===== src/rtl/cpu_wb_pkg.sv =====
// cpu_wb_pkg: writeback-stage constants, default widths and retire entry layout
package cpu_wb_pkg;
  localparam int PC_W        = 32;
  localparam int DBG_WE_W    = 4;
  localparam int XLEN_DEF    = 32;
  localparam int RADDR_W_DEF = 5;
  localparam int ECODE_W_DEF = 6;
  localparam int DEPTH_DEF   = 2;
  localparam int ECODE_NONE  = 0;
  localparam int ECODE_ADEF  = 'h08;
  localparam int ECODE_SYS   = 'h0b;
  // entry field widths, packed msb-first: pc, gr_we, dest, result, ecode, ertn
  function automatic int entry_w(input int xlen, input int raddr_w, input int ecode_w);
    return PC_W + 1 + raddr_w + xlen + ecode_w + 1;
  endfunction
endpackage


===== src/rtl/wb_fifo.sv =====
// wb_fifo: circular retire buffer exposing every slot in age order (slot 0 oldest)
module wb_fifo #(
  parameter int W     = 8,
  parameter int DEPTH = 2
) (
  input  logic               clk,
  input  logic               reset,
  input  logic               flush,
  input  logic               push,
  input  logic [W-1:0]       push_data,
  input  logic               pop,
  output logic [DEPTH*W-1:0] slots,
  output logic [DEPTH-1:0]   slot_valid,
  output logic               full
);
  localparam int AW = $clog2(DEPTH);
  logic [W-1:0]     mem [DEPTH];
  logic [DEPTH-1:0] vld;
  logic [AW-1:0]    rptr, wptr;
  logic [AW:0]      cnt;
  always_ff @(posedge clk)
    if (push) mem[wptr] <= push_data;
  // push is applied after pop so a full-buffer push+pop on the same slot keeps it valid
  always_ff @(posedge clk) begin
    if (reset || flush) begin
      rptr <= '0;
      wptr <= '0;
      cnt  <= '0;
      vld  <= '0;
    end else begin
      if (pop) begin
        vld[rptr] <= 1'b0;
        rptr      <= rptr + AW'(1);
      end
      if (push) begin
        vld[wptr] <= 1'b1;
        wptr      <= wptr + AW'(1);
      end
      cnt <= cnt + (AW+1)'(push) - (AW+1)'(pop);
    end
  end
  assign full = cnt[AW];
  for (genvar i = 0; i < DEPTH; i++) begin : g_slot
    assign slots[i*W +: W] = mem[rptr + AW'(i)];
    assign slot_valid[i]   = vld[rptr + AW'(i)];
  end
endmodule


===== src/rtl/wb_retire_stage.sv =====
// wb_retire_stage: in-order retire of buffered instructions into the register file, with exception/ertn flush
module wb_retire_stage
  import cpu_wb_pkg::*;
#(
  parameter int XLEN    = XLEN_DEF,
  parameter int RADDR_W = RADDR_W_DEF,
  parameter int DEPTH   = DEPTH_DEF,
  parameter int ECODE_W = ECODE_W_DEF
) (
  input  logic                    clk,
  input  logic                    reset,
  input  logic                    ms_valid,
  output logic                    ws_allow_in,
  input  logic [PC_W-1:0]         ms_pc,
  input  logic                    ms_gr_we,
  input  logic [RADDR_W-1:0]      ms_dest,
  input  logic [XLEN-1:0]         ms_result,
  input  logic [ECODE_W-1:0]      ms_ecode,
  input  logic                    ms_ertn,
  input  logic                    commit_en,
  output logic                    rf_we,
  output logic [RADDR_W-1:0]      rf_waddr,
  output logic [XLEN-1:0]         rf_wdata,
  output logic [DEPTH-1:0]        fwd_valid,
  output logic [DEPTH*RADDR_W-1:0] fwd_dest,
  output logic [DEPTH*XLEN-1:0]   fwd_data,
  output logic                    wb_ex,
  output logic [PC_W-1:0]         wb_ex_pc,
  output logic [ECODE_W-1:0]      wb_ex_ecode,
  output logic                    wb_ertn,
  output logic [PC_W-1:0]         debug_wb_pc,
  output logic [DBG_WE_W-1:0]     debug_wb_rf_we,
  output logic [RADDR_W-1:0]      debug_wb_rf_wnum,
  output logic [XLEN-1:0]         debug_wb_rf_wdata
);
  typedef struct packed {
    logic [PC_W-1:0]    pc;
    logic               gr_we;
    logic [RADDR_W-1:0] dest;
    logic [XLEN-1:0]    result;
    logic [ECODE_W-1:0] ecode;
    logic               ertn;
  } entry_t;
  localparam int EW = entry_w(XLEN, RADDR_W, ECODE_W);
  localparam logic [ECODE_W-1:0] NO_EX = ECODE_W'(ECODE_NONE);
  entry_t            head, push_data;
  logic [DEPTH*EW-1:0] slots;
  logic [DEPTH-1:0]  slot_valid;
  logic              full, retire, flush, push;
  assign push_data = {ms_pc, ms_gr_we, ms_dest, ms_result, ms_ecode, ms_ertn};
  assign head      = slots[EW-1:0];
  wb_fifo #(.W(EW), .DEPTH(DEPTH)) u_fifo (
    .clk        (clk),
    .reset      (reset),
    .flush      (flush),
    .push       (push),
    .push_data  (push_data),
    .pop        (retire),
    .slots      (slots),
    .slot_valid (slot_valid),
    .full       (full)
  );
  // retire is masked during reset so a pending head never writes or flushes
  always_comb begin
    retire            = !reset && slot_valid[0] && commit_en;
    wb_ex             = retire && head.ecode != NO_EX;
    wb_ertn           = retire && head.ecode == NO_EX && head.ertn;
    flush             = wb_ex || wb_ertn;
    ws_allow_in       = !flush && (!full || retire);
    push              = ms_valid && ws_allow_in;
    rf_we             = retire && head.gr_we && !wb_ex && !wb_ertn;
    rf_waddr          = rf_we ? head.dest : '0;
    rf_wdata          = rf_we ? head.result : '0;
    wb_ex_pc          = wb_ex ? head.pc : '0;
    wb_ex_ecode       = wb_ex ? head.ecode : '0;
    debug_wb_pc       = retire ? head.pc : '0;
    debug_wb_rf_we    = {DBG_WE_W{rf_we}};
    debug_wb_rf_wnum  = rf_waddr;
    debug_wb_rf_wdata = rf_wdata;
  end
  for (genvar i = 0; i < DEPTH; i++) begin : g_fwd
    entry_t s;
    assign s                              = slots[i*EW +: EW];
    assign fwd_valid[i]                   = slot_valid[i] && s.gr_we && s.ecode == NO_EX;
    assign fwd_dest[i*RADDR_W +: RADDR_W] = fwd_valid[i] ? s.dest : '0;
    assign fwd_data[i*XLEN +: XLEN]       = fwd_valid[i] ? s.result : '0;
  end
endmodule


===== config.mk =====
export PLATFORM = sky130hd
export DESIGN_NAME = wb_retire_stage
export DESIGN_NICKNAME = d
export VERILOG_FILES = /design/src/rtl/cpu_wb_pkg.sv /design/src/rtl/wb_fifo.sv /design/src/rtl/wb_retire_stage.sv
export SDC_FILE = /design/constraint.sdc
export NUM_CORES = 1
export LEC_CHECK = 0
export CORE_ASPECT_RATIO = 0.8
export CORE_MARGIN = 2
export CORE_UTILIZATION = 40
export CTS_CLUSTER_DIAMETER = 150
export DETAILED_ROUTE_END_ITERATION = 10
export HOLD_SLACK_MARGIN = 0.02
export PLACE_DENSITY = 0.85
export SYNTH_ARGS = -nofsm -noshare
export SYNTH_HDL_FRONTEND = slang
export SYNTH_SLANG_ARGS = --single-unit

===== constraint.sdc =====
create_clock -name clk -period 8.1 [get_ports clk]
set_clock_uncertainty 0.15 [all_clocks]
set_input_delay 1.215 -clock clk [delete_from_list [all_inputs] [get_ports clk]]
set_output_delay 1.215 -clock clk [all_outputs]
set_load 0.02 [all_outputs]

After elaboration in Yosys (flattened, before gate mapping)
Memory sizes are Yosys's and may differ from the RTL's. A register that Yosys moved wholly into a read port is not among the register bits.
Index checks and enable logic that the tools add are counted.
Operators by class
  add/sub/neg operators: 4
  magnitude comparators: 5
  mux-type cells: 24
  bitwise gates (word level): 3
  reduce and logical (&&, ||, !) cells: 27
Operators by type and width (number)
  $mux 32: 5
  $logic_and 1x1->1: 16
  $mux 5: 3
  $logic_not 6->1: 2
  $mux 1: 10
  $lt 1x2->1 const B: 3
  $mux 2: 3
  $mux 6: 1
  $reduce_bool 6->1: 1
  $logic_not 1->1: 5
  $logic_or 1x1->1: 3
  $add 1x1->1 const B: 2
  $add 2x1->2: 1
  $and 2x2->2: 1
  $demux 1 s1: 2
  $ge 1x1->1 const B: 2
  $not 2->2: 1
  $or 2x2->2: 1
  $sub 2x1->2: 1
Word-level totals
  register bits after elaboration: 6
  RAM bits: 154
  bits of input ports: 81
  output and inout port bits: 228
  logic and storage cells: 68
  memories: 1
Memory list
  u_fifo.mem: words 2, bits a word 77, rd ports 2, clocked after memory_dff 1, write ports 1, RTL line wb_fifo.sv:17  | logic [W-1:0] mem [DEPTH];

Logic depth before layout (Yosys ltp)
Gate-level depths: netlist of run 1.
  depth after elaboration: 12
  gate-level depth with buffers: 12
  gate-level depth less buffers: 9

By module
From an unflattened synthesis of run 1, not the netlist that was laid out.
Second synthesis, totals
  cells, all modules: 623
  area, all modules: 8608.3 um2
By module, submodules not included
  wb_fifo: instances 1, cells each 359, area an instance 6926.6 um2, sequential area each 4764.6 um2
  wb_retire_stage: instances 1, cells each 264, area an instance 1681.6 um2, sequential area each 0.0 um2

Least setup slack after synthesis of run 1
No wires, ideal clock.
  path type: in2reg
  start: input reset
  end: memory u_fifo.mem[0][0] (netlist bit), enable pin
  library setup time: 537 ps
  data arrival time: 5683 ps
  data required time: 7413 ps
  slack: 1730 ps
  stages: 4
  buffers on the path: 0
  cells stage by stage: nand2b_1 -> o21a_1 -> or3_1 -> a21oi_1
Between the ends
  word-level cells in the longest chain between the ends: 11
  elaborated cells on any way between the ends: 13
Ends and longest elaborated chain
  from (decl): RTL line wb_retire_stage.sv:11  | input logic reset,
  $logic_not 1->1 *: RTL line wb_retire_stage.sv:65  | retire = !reset && slot_valid[0] && commit_en;
  $logic_and 1x1->1 * (2 in a row): RTL line wb_retire_stage.sv:65
  $logic_and 1x1->1 (2 in a row): RTL line wb_retire_stage.sv:67  | wb_ertn = retire && head.ecode == NO_EX && head.ertn;
  $logic_or 1x1->1: RTL line wb_retire_stage.sv:68  | flush = wb_ex || wb_ertn;
  $logic_not 1->1: RTL line wb_retire_stage.sv:69  | ws_allow_in = !flush && (!full || retire);
  $logic_and 1x1->1 *: RTL line wb_retire_stage.sv:69
  $logic_and 1x1->1 *: RTL line wb_retire_stage.sv:70  | push = ms_valid && ws_allow_in;
  $mux 1 *: RTL line wb_fifo.sv:22  | if (push) mem[wptr] <= push_data;
  $mux 1 (not written as such) *: RTL line wb_fifo.sv:22
  to (decl): RTL line wb_fifo.sv:17
Every way passes the cells marked *; elsewhere a longest branch is shown, timed or not.

Final worst setup path of run 1
  start: input reset
  end: output debug_wb_rf_wdata[0]
Between the ends
  word-level cells in the longest chain between the ends: 8
  elaborated cells on any way between the ends: 12
Ends and longest elaborated chain
  $logic_not 1->1 *: RTL line wb_retire_stage.sv:65
  $logic_and 1x1->1 * (2 in a row): RTL line wb_retire_stage.sv:65
  $logic_and 1x1->1, on equally long branches: RTL line wb_retire_stage.sv:66, wb_retire_stage.sv:67
  $logic_not 1->1 / $logic_and 1x1->1 (equally long branches): RTL line wb_retire_stage.sv:71, wb_retire_stage.sv:67
  $logic_and 1x1->1 / $logic_not 1->1 (equally long branches): RTL line wb_retire_stage.sv:71  | rf_we = retire && head.gr_we && !wb_ex && !wb_ertn;
  $logic_and 1x1->1 *: RTL line wb_retire_stage.sv:71
  $mux 32 *: RTL line wb_retire_stage.sv:73  | rf_wdata = rf_we ? head.result : '0;
  to (decl): RTL line wb_retire_stage.sv:34  | output logic [XLEN-1:0] debug_wb_rf_wdata
Marks and branches as above.

==> reports/results.ini, run 1 <==
[floorplanning]
core.rowCount = 44
coreArea_sq_um = 18280
initial_core_util = 0.4104
die_w_um = 157.1
num_io_pins = 309
dieArea_sq_um = 19870
die_h_um = 126.5

[grt]
grt_pass1_wl_mm = 29.16
gr-usage-all-layers = 0.1916
overflow = 0
grt_pass1_vias = 5508
grt_max_degree = 73
antenna_found_initial = 0

[clocking]
htree_levels = 4
cts_hold_buffers = 0
cts_tree = yes
cts.clk_slew.worst_paths_ns = 0.05
cts_resized = 0
cts.sinks = 161
cts_setup_buffers = 0
cts_buffer_depth = 2
cts-buffers-inserted = 17
clk_latency_ns = 0.41
cts_root_buffer = clkbuf_16

[worst_setup_path]
path_class = input pin to output pin
path_buf_inv = 5
arrival_ns = 4.25
cp-start-kind = input pin
required_ns = 6.73
path_cells = clkdlybuf4s50_1, nor2b_1, nand2b_2, buf_4, inv_2, o211ai_1, buf_4, nor2_1, clkdlybuf4s50_1
end_kind = output pin
path_max_fanout = 72
critical_path.max_stage_delay_ns = 0.62
slowest_stage = clkdlybuf4s50_1
crit_family = buffers and inverters

[place]
place.detailed.hpwl_mm = 13.59
io_buffers = 308
gp_congestion = 0.8189

[min_path]
hp-class = flop to flop

[drt]
vias = 5433
wl_mm = 19.34
via_per_inst = 4.886
drt-pass1-iter-count = 4
drt_iter0_markers = 283
ant_nets = 0
wl_per_cell_um = 17.39
route.detailed.drc = 0

[synth]
synth_top_cell_area_share = 0.6165
netlist_instances = 593
yosys-top-cells-area = edfxtp_1 (62%), mux2i_1 (15%), nor2_1 (7.4%)
synth_edf_count = 154
yosysWarnings = 0
synth_most_common_cell = edfxtp_1
ys_seq_area_frac = 0.6352
synthDistinctLibCells = 38
yosysTopAreaCell = edfxtp_1
synth_flop_cell = edfxtp_1
ys_async_sr_fraction = 0
avgSynthCellArea_sq_um = 12.65
synth.ff_latch_count = 161
syn_nets = 676
synth.cell_area_sq_um = 7501
synth.cells.most_frequent = edfxtp_1 (154), nor2_1 (148), mux2i_1 (114)

[cells_and_area]
drive_gt1_frac = 0.05821
final_core_util = 0.6064
nets = 930
syn_to_final_growth_pct = 47.77
nFillCells = 1450
n_antenna_cell = 0

[timing]
rsz0062_at_grt = no
relSlewSlack = 0.2595
fin_crit_sh = 0.6933
slew_violations = 0
final-setup-viol-count = 0
fmax_mhz = 178.1
whs_ns = 0.3654
finalHoldViolCount = 0
period_needed_ns = 5.615
final.setup.tns_ns = 0
worst_slew_pin_slew_ns = 1.106

[power]
p_leak_nw = 3.543
power.density_nw_per_um2 = 179.2
ir_drop_v = 0.0001334

[job]
cap_violations = 0

[run_status]
status = completed

stage by stage:
step	power (mW)	instance area, sq um	cells	setup WS, ns
after global routing	2.063	11080	1112	2.232
after global placement	1.228	10520	1081	2.609
final	1.986	11080	1112	2.485
after CTS	2.004	11080	1112	2.496
after detailed placement	1.239	10520	1081	2.478
after floorplan	1.141	7501	593	1.730
flip-flops by register name (all words and copies together) (netlist names), named ones only:
register	count
u_fifo.mem	154
u_fifo.cnt	2
u_fifo.vld	2
u_fifo.rptr	1
u_fifo.wptr	1
path summary, 6_finish.rpt:
path / slack [ns] / cells after the start / from / to
setup / recovery: 2.48 / 9 / reset / debug_wb_rf_wdata[0]
hold / removal: 0.37 / 2 / u_fifo.wptr / u_fifo.wptr
setup reg to reg: 4.36 / 11 / u_fifo.rptr / u_fifo.cnt[1]
hold reg to reg: 0.37 / 2 / u_fifo.wptr / u_fifo.wptr
power by group:
part           switching (mW)  internal (mW)
Clock                   0.316          0.451
Sequential             0.0252          0.996
Combinational           0.114         0.0846
Total                   0.455           1.53
final cells by class:
type                       count  area, sq um  area share
tap                          253        316.6     0.02856
inverter                       9        33.78    0.003048
multi-input combinational    341         2248      0.2028
clock buffer                  17        425.4     0.03838
timing repair buffer         317         3151      0.2842
sequential                   161         4770      0.4303
clock inverter                14        140.1     0.01264
cell families (layout without fill, tap and decap cells):
| group | after synthesis | in the layout | share of synthesized area |
|---|---|---|---|
| and+or+nand+nor | 205 | 205 | 0.1186 |
| DFF | 161 | 161 | 0.6352 |
| muxes | 115 | 115 | 0.1536 |
| buffers and inverters | 91 | 357 | 0.07089 |
| AOI/OAI and AO/OA | 18 | 18 | 0.01718 |
| adders and majority gates | 2 | 2 | 0.003336 |
| xor gates and xnor gates | 1 | 1 | 0.001168 |
layout by cell type, fill, tap and decap left out, types with 2 or more instances in the layout:
| cell type | Yosys | routed |
|---|---|---|
| clkdlybuf4s50_1 | 0 | 308 |
| edfxtp_1 | 154 | 154 |
| nor2_1 | 148 | 148 |
| mux2i_1 | 114 | 114 |
| nor3_1 | 39 | 39 |
| clkbuf_16 | 0 | 17 |
| buf_4 | 42 | 9 |
| inv_1 | 8 | 8 |
| dfxtp_1 | 7 | 5 |
| nand2_1 | 4 | 4 |
| a221oi_1 | 3 | 3 |
| clkinv_4 | 0 | 3 |
| clkinv_1 | 0 | 3 |
| a211oi_1 | 2 | 2 |
| nand3b_1 | 2 | 2 |
| a21oi_4 | 0 | 2 |
| o21ai_0 | 3 | 2 |
| o41ai_1 | 2 | 2 |
| ha_1 | 2 | 2 |
| bufinv_16 | 0 | 2 |
| inv_6 | 0 | 2 |
| clkinvlp_4 | 0 | 2 |
| clkinv_2 | 0 | 2 |
worst reg2reg max path, cell delays in order, from the launching register on:
cell,delay [ns]
dfxtp_2,0.31
buf_4,0.57
mux2i_1,0.38
nand2b_2,0.17
buf_4,0.54
inv_2,0.30
ha_1,0.35
inv_1,0.04
ha_1,0.17
xor2_1,0.14
and2_1,0.15
a2111oi_0,0.34
metal layers:
| layer | routed length (um) | global-route usage |
|---|---|---|
| met2 | 9901 | 0.3413 |
| met5 | 0 | 0 |
| met3 | 1142 | 0.05296 |
| met1 | 8104 | 0.2284 |
| met4 | 195 | 0.05134 |
(Power assumes the default switching activity.)
==> run 2: changes to the inputs <==
==> constraint.sdc (replaced) <==
create_clock -name clk -period 5.65 [get_ports clk]
set_clock_uncertainty 0.15 [all_clocks]
set_input_delay 0.8475 -clock clk [delete_from_list [all_inputs] [get_ports clk]]
set_output_delay 0.8475 -clock clk [all_outputs]
set_load 0.02 [all_outputs]
==> reports/results.ini, run 2 (synthesized netlist as in run 1, its figures left out) <==
[drt]
via_per_inst = 4.915
ant_nets = 0
wl_per_cell_um = 17.27
drt-pass1-iter-count = 4
route.detailed.drc = 0
wl_mm = 19.21
drt_iter0_markers = 268
vias = 5465

[cells_and_area]
layout_commonest_cell = clkdlybuf4s50_1
largest_reg_flops = 154
nFillCells = 1440
multi_input_area_sq_um = 2260
reg_top3 = u_fifo.mem x154, u_fifo.cnt x2, u_fifo.vld x2
drive_gt1_frac = 0.06061
layout_common_cells = clkdlybuf4s50_1 (308), edfxtp_1 (154), nor2_1 (148), mux2i_1 (114), nor3_1 (39)
seq_area_sq_um = 4770
regMostFlops = u_fifo.mem
syn_to_final_growth_pct = 48.14
nets = 928

[clocking]
cts_hold_buffers = 0
htree_levels = 4
cts_resized = 0
cts_setup_buffers = 0
cts-buffers-inserted = 17
cts.sinks = 161
cts_buffer_depth = 2
clk_latency_ns = 0.42
cts_root_buffer = clkbuf_16
cts_tree = yes
cts.clk_slew.worst_paths_ns = 0.07

[worst_setup_path]
cp-start-kind = flop
critical_path.max_stage_delay_ns = 0.76
required_ns = 4.65
ff2ff_path_depth = 5
arrival_ns = 3.68
slowest_stage = or2_2
reg2reg_from = u_fifo.mem[0][2]
path_class = flop to output pin
end_kind = output pin
path_max_fanout = 40
r2r_slack_ns = 1.93
path_cells = nor4_1, nor4b_2, or2_2, and3_1, clkdlybuf4s50_1
r2r-end = u_fifo.mem[0][15]

[grt]
antenna_found_initial = 1
grt_pass1_wl_mm = 29.06
gr-usage-all-layers = 0.1905
grt_max_degree = 72
overflow = 0
grt_pass1_vias = 5510

[floorplanning]
core.rowCount = 44
dieArea_sq_um = 19870
num_io_pins = 309
coreArea_sq_um = 18280
die_w_um = 157.1
initial_core_util = 0.4104
die_h_um = 126.5

[timing]
final-setup-viol-count = 0
final.setup.tns_ns = 0
fin_crit_sh = 0.8276
whs_ns = 0.3766
rsz0062_at_grt = no
finalHoldViolCount = 0
relSlewSlack = 0.2180
slew_violations = 0
fmax_mhz = 213.9
period_needed_ns = 4.676
worst_slew_pin_slew_ns = 1.169

[power]
comb_power_share = 0.101
p_leak_nw = 3.520
switching_power_mw = 0.7145
ir_drop_v = 0.0002101
power.density_nw_per_um2 = 256.4
p_clk_frac = 0.386
seqPwrFrac = 0.513
intPower_mw = 2.135
swShare = 0.2508

[place]
place.detailed.hpwl_mm = 13.26
gp_congestion = 0.7594
io_buffers = 308

[job]
cap_violations = 0

[min_path]
min_path_cells = 2
hp-class = flop to flop
min_from = u_fifo.wptr
hold_path_end = u_fifo.wptr

[run_status]
status = completed

run 2: how the worst max path moves through the flow:
| stage | startpoint | to | cells after the start |
|---|---|---|---|
| global placement | u_fifo.mem[0][2] | wb_ertn | 5 |
| detailed placement | reset | debug_wb_rf_wdata[4] | 8 |
| floorplan | commit_en | u_fifo.mem[0][0] | 6 |
| CTS | u_fifo.mem[0][2] | wb_ertn | 5 |
| global route | u_fifo.mem[0][2] | wb_ertn | 5 |
| finish | u_fifo.mem[0][2] | wb_ertn | 5 |
run 2: power groups by stage:
stage	Sequential [mW]	Combinational [mW]	Clock, mW
after detailed placement	1.49	0.289	0
after CTS	1.46	0.291	1.12
after global routing	1.47	0.312	1.18
after floorplan	1.49	0.142	0
final	1.46	0.287	1.10
after global placement	1.48	0.281	0
run 2: layer usage:
layer / vias up / wire length [um] / global-route usage
li1: 2601 / - / -
met3: 19 / 1282 / 0.05432
met4: 0 / 314 / 0.06096
met2: 189 / 9680 / 0.3388
met1: 2656 / 7932 / 0.2222
met5: - / 0 / 0
run 2: layout make-up:
cell class | instances | share of cell area
diodes | 1 | 0.0002252
inverters | 9 | 0.003040
clock inverters | 15 | 0.01295
multi-input cells | 341 | 0.2034
flip-flops and latches | 161 | 0.4292
repair buffers | 315 | 0.2844
well taps | 253 | 0.02849
clock buffers | 17 | 0.03828
run 2: critical path: cells and delay by family (launching register included):
family        cells  cell delay [ns]
buf+inv           1             0.66
simple gates      4             2.21
flops             1             0.39
run 2: stage by stage:
stage	instances	area, sq um	setup slack, ns	total power, mW	util
2_1_floorplan	593	7508	1.336	1.628	-
3_3_place_gp	1079	10540	1.448	1.762	0.5767
6_report	1112	11110	0.9742	2.850	0.6080
4_1_cts	1111	11110	0.9876	2.874	0.6078
3_5_place_dp	1079	10540	1.389	1.777	0.5767
5_1_grt	1111	11110	0.7166	2.961	0.6078
